## config.mk

```make
export PLATFORM = sky130hd
export DESIGN_NAME = dpram_access_arbiter
export DESIGN_NICKNAME = d
export VERILOG_FILES = /design/src/rtl/dpram_access_arbiter.sv
export SDC_FILE = /design/constraint.sdc
export NUM_CORES = 1
export LEC_CHECK = 0
export BUFFER_PORTS_ARGS = -buffer_cell sky130_fd_sc_hd__buf_4
export CORE_ASPECT_RATIO = 1.75
export CORE_UTILIZATION = 37
export DETAILED_ROUTE_END_ITERATION = 10
export PLACE_DENSITY = 0.88
export SETUP_SLACK_MARGIN = 0.4
export SLEW_MARGIN = 5
export SYNTH_ARGS = -nofsm -noshare
export SYNTH_HDL_FRONTEND = slang
export SYNTH_SLANG_ARGS = --single-unit
```

## constraint.sdc

```tcl
create_clock -name clk -period 1.6 [get_ports clk]
set_input_delay 0.16 -clock clk [delete_from_list [all_inputs] [get_ports clk]]
set_output_delay 0.16 -clock clk [all_outputs]
set_load 0.02 [all_outputs]
```

## src/rtl/dpram_access_arbiter.sv

```systemverilog
// Two-requester front end for a dual-port RAM: same-address collisions stall the loser, reads return 1 cycle after accept.
// Backpressure: combinational ready per port; a per-port stall counter hands priority to a port starved for MAX_STALL cycles.
module dpram_access_arbiter #(
  parameter int DATA_WIDTH = 8,
  parameter int ADDR_WIDTH = 4,
  parameter int MAX_STALL  = 3,
  parameter int CNT_WIDTH  = 16
) (
  input  logic                  clk,
  input  logic                  rst_n,
  input  logic                  a_valid,
  output logic                  a_ready,
  input  logic                  a_we,
  input  logic [ADDR_WIDTH-1:0] a_addr,
  input  logic [DATA_WIDTH-1:0] a_wdata,
  output logic                  a_rvalid,
  output logic [DATA_WIDTH-1:0] a_rdata,
  input  logic                  b_valid,
  output logic                  b_ready,
  input  logic                  b_we,
  input  logic [ADDR_WIDTH-1:0] b_addr,
  input  logic [DATA_WIDTH-1:0] b_wdata,
  output logic                  b_rvalid,
  output logic [DATA_WIDTH-1:0] b_rdata,
  output logic                  ram_we_a,
  output logic [ADDR_WIDTH-1:0] ram_addr_a,
  output logic [DATA_WIDTH-1:0] ram_din_a,
  input  logic [DATA_WIDTH-1:0] ram_dout_a,
  output logic                  ram_we_b,
  output logic [ADDR_WIDTH-1:0] ram_addr_b,
  output logic [DATA_WIDTH-1:0] ram_din_b,
  input  logic [DATA_WIDTH-1:0] ram_dout_b,
  output logic [CNT_WIDTH-1:0]  conflict_count
);

  localparam int SW = (MAX_STALL < 2) ? 1 : $clog2(MAX_STALL + 1);
  localparam logic [SW-1:0] STALL_MAX = SW'(MAX_STALL);

  logic [SW-1:0] stall_cnt_a, stall_cnt_b;
  logic          rvalid_a_q, rvalid_b_q;
  logic          a_sat, b_sat, collision, b_wins;
  logic          accept_a, accept_b;

  assign a_sat = (stall_cnt_a == STALL_MAX);
  assign b_sat = (stall_cnt_b == STALL_MAX);

  // Read/read on the same address is harmless; only a write on either side collides.
  assign collision = a_valid && b_valid && (a_addr == b_addr) && (a_we || b_we);

  always_comb begin
    b_wins = 1'b0;
    if (a_we) begin
      b_wins = b_sat && !a_sat;
    end else if (b_we) begin
      b_wins = !a_sat;
    end
  end

  assign a_ready  = rst_n && (!collision || !b_wins);
  assign b_ready  = rst_n && (!collision || b_wins);
  assign accept_a = a_valid && a_ready;
  assign accept_b = b_valid && b_ready;

  assign ram_we_a   = accept_a && a_we;
  assign ram_addr_a = a_addr;
  assign ram_din_a  = a_wdata;
  assign ram_we_b   = accept_b && b_we;
  assign ram_addr_b = b_addr;
  assign ram_din_b  = b_wdata;

  // Gated so an outstanding read never shows while reset is held.
  assign a_rvalid = rvalid_a_q && rst_n;
  assign b_rvalid = rvalid_b_q && rst_n;
  assign a_rdata  = ram_dout_a;
  assign b_rdata  = ram_dout_b;

  always_ff @(posedge clk) begin
    if (!rst_n) begin
      rvalid_a_q     <= 1'b0;
      rvalid_b_q     <= 1'b0;
      stall_cnt_a    <= '0;
      stall_cnt_b    <= '0;
      conflict_count <= '0;
    end else begin
      rvalid_a_q <= accept_a && !a_we;
      rvalid_b_q <= accept_b && !b_we;

      if (a_valid && !a_ready) begin
        if (!a_sat) stall_cnt_a <= stall_cnt_a + 1'b1;
      end else begin
        stall_cnt_a <= '0;
      end

      if (b_valid && !b_ready) begin
        if (!b_sat) stall_cnt_b <= stall_cnt_b + 1'b1;
      end else begin
        stall_cnt_b <= '0;
      end

      if (collision && (conflict_count != {CNT_WIDTH{1'b1}})) begin
        conflict_count <= conflict_count + 1'b1;
      end
    end
  end

endmodule
```

=== After elaboration in Yosys (flattened, before gate mapping) ===
Index checks and enable logic that the tools add are counted.

* Output and inout bits: 62
* Bits of input ports: 46
* Logic and storage cells: 43
* Bits in latches: 0
* ROM bits: 0
* Register bits: 22
* Bits in writable memories: 0
* Memories kept: 0

* Divide/modulo/power cells: 0
* Reduce and logical (&&, ||, !) cells: 29
* Mux-type cells: 2
* $mul: 0
* Equal/unequal tests: 4
* Order comparisons: 0
* $add $sub $neg: 3
* Shifts and indexed selects: 0
* Bitwise operators: 0

{| class="wikitable"
|+ Operators with widths
! cell !! number
|-
| $logic_and 1x1->1 || 17
|-
| $add 16x1->16 const B || 1
|-
| $ne 16x16->1 const B || 1
|-
| $logic_not 1->1 || 7
|-
| $add 2x1->2 const B || 2
|-
| $eq 2x2->1 const B || 2
|-
| $eq 4x4->1 || 1
|-
| $reduce_and 2->1 || 2
|-
| $logic_or 1x1->1 || 3
|-
| $mux 1 || 2
|}

=== Depth between registers and ports, before layout ===
* Word-level depth: 10
* Mapped depth: 7
* Depth with buffers taken out: 6

=== Worst setup path before layout ===
No wires, ideal clock.

* Kind: register to register
* From: reg conflict_count[0]
* To: reg conflict_count[14]
* Data required time: 1.530 ns
* Setup slack: -0.268 ns
* Stages on the path, launching flop included: 6
* Arrival: 1.798 ns
* Clock period less this slack: 1.868 ns
* Library setup time: 0.070 ns
* Path buffers: 0
* Cell sequence: dfxtp_1 > ha_1 > nand3_1 > or3_4 > or4_1 > a21oi_1

* Word-level cells in the longest chain between the ends: 2
* Elaborated cells on any way between the ends: 3
* Classes of those cells: 1 x add/sub; 1 x eq/ne; 1 x reduce/logical

{| class="wikitable"
|+ RTL lines
! element !! RTL line !! source
|-
| start: declaration || 33 || <nowiki>output logic [CNT_WIDTH-1:0] conflict_count</nowiki>
|-
| start signal: assignment || 101 || <nowiki>conflict_count <= conflict_count + 1'b1;</nowiki>
|-
| branches (longest 2 deep; another with $add 16x1->16) || -- ||
|}

Parallel ways; which one is timed is not known.
A chain may end at the register's enable or synchronous reset.

=== Worst setup path after layout ===
* From: reg stall_cnt_b[1]
* To: out ram_we_a

* Word-level cells in the longest chain between the ends: 8

{| class="wikitable"
|+ RTL lines
! element !! RTL line !! source
|-
| start: declaration || 39 || <nowiki>logic [SW-1:0] stall_cnt_a, stall_cnt_b;</nowiki>
|-
| start signal: assignment || 95 || <nowiki>if (!b_sat) stall_cnt_b <= stall_cnt_b + 1'b1;</nowiki>
|-
| $eq 2x2->1 || 45 || <nowiki>assign b_sat = (stall_cnt_b == STALL_MAX);</nowiki>
|-
| $logic_and 1x1->1 || 53 || <nowiki>b_wins = b_sat && !a_sat;</nowiki>
|-
| $mux 1 || 52 || <nowiki>if (a_we) begin</nowiki>
|-
| $logic_not 1->1 || 59 || <nowiki>assign a_ready = rst_n && (!collision || !b_wins);</nowiki>
|-
| $logic_or 1x1->1 || 59 ||
|-
| $logic_and 1x1->1 || 59 ||
|-
| $logic_and 1x1->1 || 61 || <nowiki>assign accept_a = a_valid && a_ready;</nowiki>
|-
| $logic_and 1x1->1 || 64 || <nowiki>assign ram_we_a = accept_a && a_we;</nowiki>
|-
| end: declaration || 25 || <nowiki>output logic ram_we_a,</nowiki>
|}

No other way between the ends.

==> results.yml <==
die:
  die-width_um: 49.85
  core_region_area_sq_um: 3866
  start_util_pct: 38.35
  fp.dieH_um: 85.74
  io_pins: 108
  dieArea_sq_um: 4274
  rows: 30
synthesis:
  synth_edf_count: 0
  ys_seq_area_share_pct: 29.70
  synth-seq-cells: 22
  synthTopCellsByArea: "dfxtp_1 (30%), buf_4 (21%), a21oi_1 (4.1%)"
  synth.avg_cell_area_sq_um: 8.283
  synthDistinctLibCells: 36
  synthFlopType: "dfxtp_1"
  yosysTopAreaCell: "dfxtp_1"
  async_flop_share_pct: 0
  synthCells: 179
  syn_area_sq_um: 1483
  synth_top_area_share_pct: 29.70
  synth_warnings: 0
  syn_nets: 228
cells_and_area:
  fillers: 303
  diodes: 0
  fin_util_pct: 61.42
  fin_area_sq_um: 2375
  layout_commonest_cell: "buf_4"
  nNetsFinal: 272
  multiInputGateArea_sq_um: 1044
  area_growth_syn_to_layout_pct: 60.17
  seq_area_sq_um: 475.5
  final_cell_mix: "buf_4 (67), buf_6 (17), nand2_1 (9), dfxtp_1 (8)"
  drive_above_1_share_pct: 70.72
worst_setup_path:
  critPathKind: "register to output port"
  cp_data_required_time_ps: 1440
  crit_path_start: "stall_cnt_b[1]"
  path_cells: "ha_4 -> mux2i_4 -> or3_4 -> and4_4 -> buf_6"
  reg2reg_from: "stall_cnt_b[1]"
  crit_fanout: 3
  cpMaxStageDelayCell: "or3_4"
  cp-start-kind: "register"
  crit_arrival_ps: 1540
  cp-end-kind: "output port"
  slowest_delay_ps: 380
clock_network:
  clockBufferDepth: 2
  numCtsBuffers: 3
  clkSinkCount: 22
  cts-root-buf: "clkbuf_8"
  path_clk_slew_ps: 80
  clock_latency_ps: 270
  cts_htree_levels: 1
  cts_tree: "done"
placement:
  port_buffers: 43
  dp_slack_ps: -99.18
  placed_area_sq_um: 1842
  hpwlAfterDp_mm: 2.652
  gp_congestion: 0.8711
drt:
  dr_total_vias: 1475
  wire_per_inst_um: 16.34
  dr.pass1.iters: 4
  drc_errors: 0
  totalWireLength_mm: 4.413
  drt_iter0_drc: 13
  vias_per_cell: 5.463
  final_antenna_net_count: 0
power_and_ir_drop:
  peakVddDrop_uv: 551.2
  finalPower_uw: 1160
  pwr-share-seq_pct: 46.5
  clkPwrFrac_pct: 40.0
  switchingPower_uw: 275.6
  powerDensity_nw_per_um2: 488.3
  p_int_uw: 884.0
  leakage_uw: 0.0008891
  combPwrFrac_pct: 13.5
  p_sw_share_pct: 23.77
timing:
  fin_skew_ps: 4.017
  final-setup-viol-count: 15
  hold_violations: 0
  worst_pin_slew_ps: 473.0
  max_freq_mhz: 587.0
  maxSlewViolCount: 0
  fin_ws_ps: -103.7
  final.setup.tns_ps: -724.1
  finalCritPeriodShare_pct: 106.5
  layout_min_cycle_time_ps: 1704
  rsz0062_at_grt: "true"
  relSlewSlack_pct: 68.43
run_status:
  status: "complete, but fails checks"
  failed_checks: "setup timing"
global_routing:
  grt_max_degree: 34
  grt_pass1_vias: 1494
  grtUsageTotal_pct: 20.09
  grt_overflow: 0
  antenna_found_initial: 0
  grt_pass1_wl_mm: 6.534
hold_path:
  min-delay-start: "b_we"
  hp-class: "input port to register"
flow_run:
  maxCapViolCount: 0
power groups by stage:
stage               combinational, uW  sequential [uW]  clock [uW]
floorplan                         198              552           0
global placement                  134              552           0
detailed placement                136              552           0
CTS                               148              539         478
global route                      165              540         501
finish                            157              539         464
path summary, 6_finish.rpt:
| kind | cells after the start | slack [ps] | endpoint |
|---|---|---|---|
| setup reg to reg | 8 | -80 | rvalid_a_q |
| hold / removal | 2 | 100 | rvalid_b_q |
| hold reg to reg | 2 | 530 | conflict_count[6] |
| setup / recovery | 5 | -100 | ram_we_a |
cell type report:
cell class / count / area share, %
Clock buffer: 4 / 2.792
Tap cell: 48 / 2.529
Multi-Input combinational cell: 107 / 43.94
Timing Repair Buffer: 85 / 30.08
Inverter: 4 / 0.6322
Sequential cell: 22 / 20.02
stage by stage:
stage / hold WS [ps] / cells
detailed placement: 320.1 / 247
floorplan: 236.1 / 179
global route: 98.22 / 270
finish: 99.14 / 270
CTS: 99.45 / 265
global placement: 320.1 / 247
synthesized netlist by cell type (3+ instances only):
| cell | n |
|---|---|
| a21oi_1 | 12 |
| and2_1 | 3 |
| buf_4 | 41 |
| clkbuf_1 | 3 |
| dfxtp_1 | 22 |
| ha_1 | 3 |
| inv_1 | 4 |
| mux2i_1 | 5 |
| nand2_1 | 10 |
| nand3_1 | 6 |
| nor2_1 | 7 |
| nor3_1 | 4 |
| nor4_1 | 5 |
| o21ai_0 | 8 |
| o31ai_1 | 6 |
| or3_1 | 6 |
| or4_1 | 6 |
| xnor2_1 | 3 |
| xor2_1 | 3 |
critical path: cells and delay by family, from the launching register on:
family	cells	cell delay (ps)
adders and majority gates	1	170
DFF	1	360
and+or+nand+nor	2	540
buffers and inverters	1	130
muxes	1	80
registers in the layout, indices dropped and copies added (netlist names):
register        count
stall_cnt_b         2
rvalid_a_q          1
stall_cnt_a         2
conflict_count     16
rvalid_b_q          1
logic make-up (layout without fill, tap and decap cells):
logic type / count (synthesis) / in the layout / share of synthesized area, %
mux: 5 / 5 / 3.376
fa+ha+maj: 3 / 3 / 2.532
buf+inv: 50 / 93 / 23.63
flops: 22 / 22 / 29.70
compound gates: 32 / 32 / 13.08
simple gates: 61 / 61 / 24.14
xor+xnor: 6 / 6 / 3.545
timing repair:
| item | 4_1_cts | 5_1_grt |
|---|---|---|
| setup endpoints to repair | 23 | 27 |
| cloned | 1 | 0 |
| setup buffers | 13 | 5 |
| endpoints found under the hold margin | 0 | 0 |
| hold buffers | 0 | 0 |
| resized for setup | 41 | 33 |
| pin swaps | 23 | 17 |
layer usage:
layer | GRT usage (%) | vias to the layer above | wire, um
li1 | - | 685 | -
met1 | 16.81 | 711 | 1528
met2 | 40.29 | 61 | 2547
met3 | 3.369 | 18 | 180
met4 | 13.77 | 0 | 157
met5 | 0 | - | 0
Power figures use the tool's default switching activity.
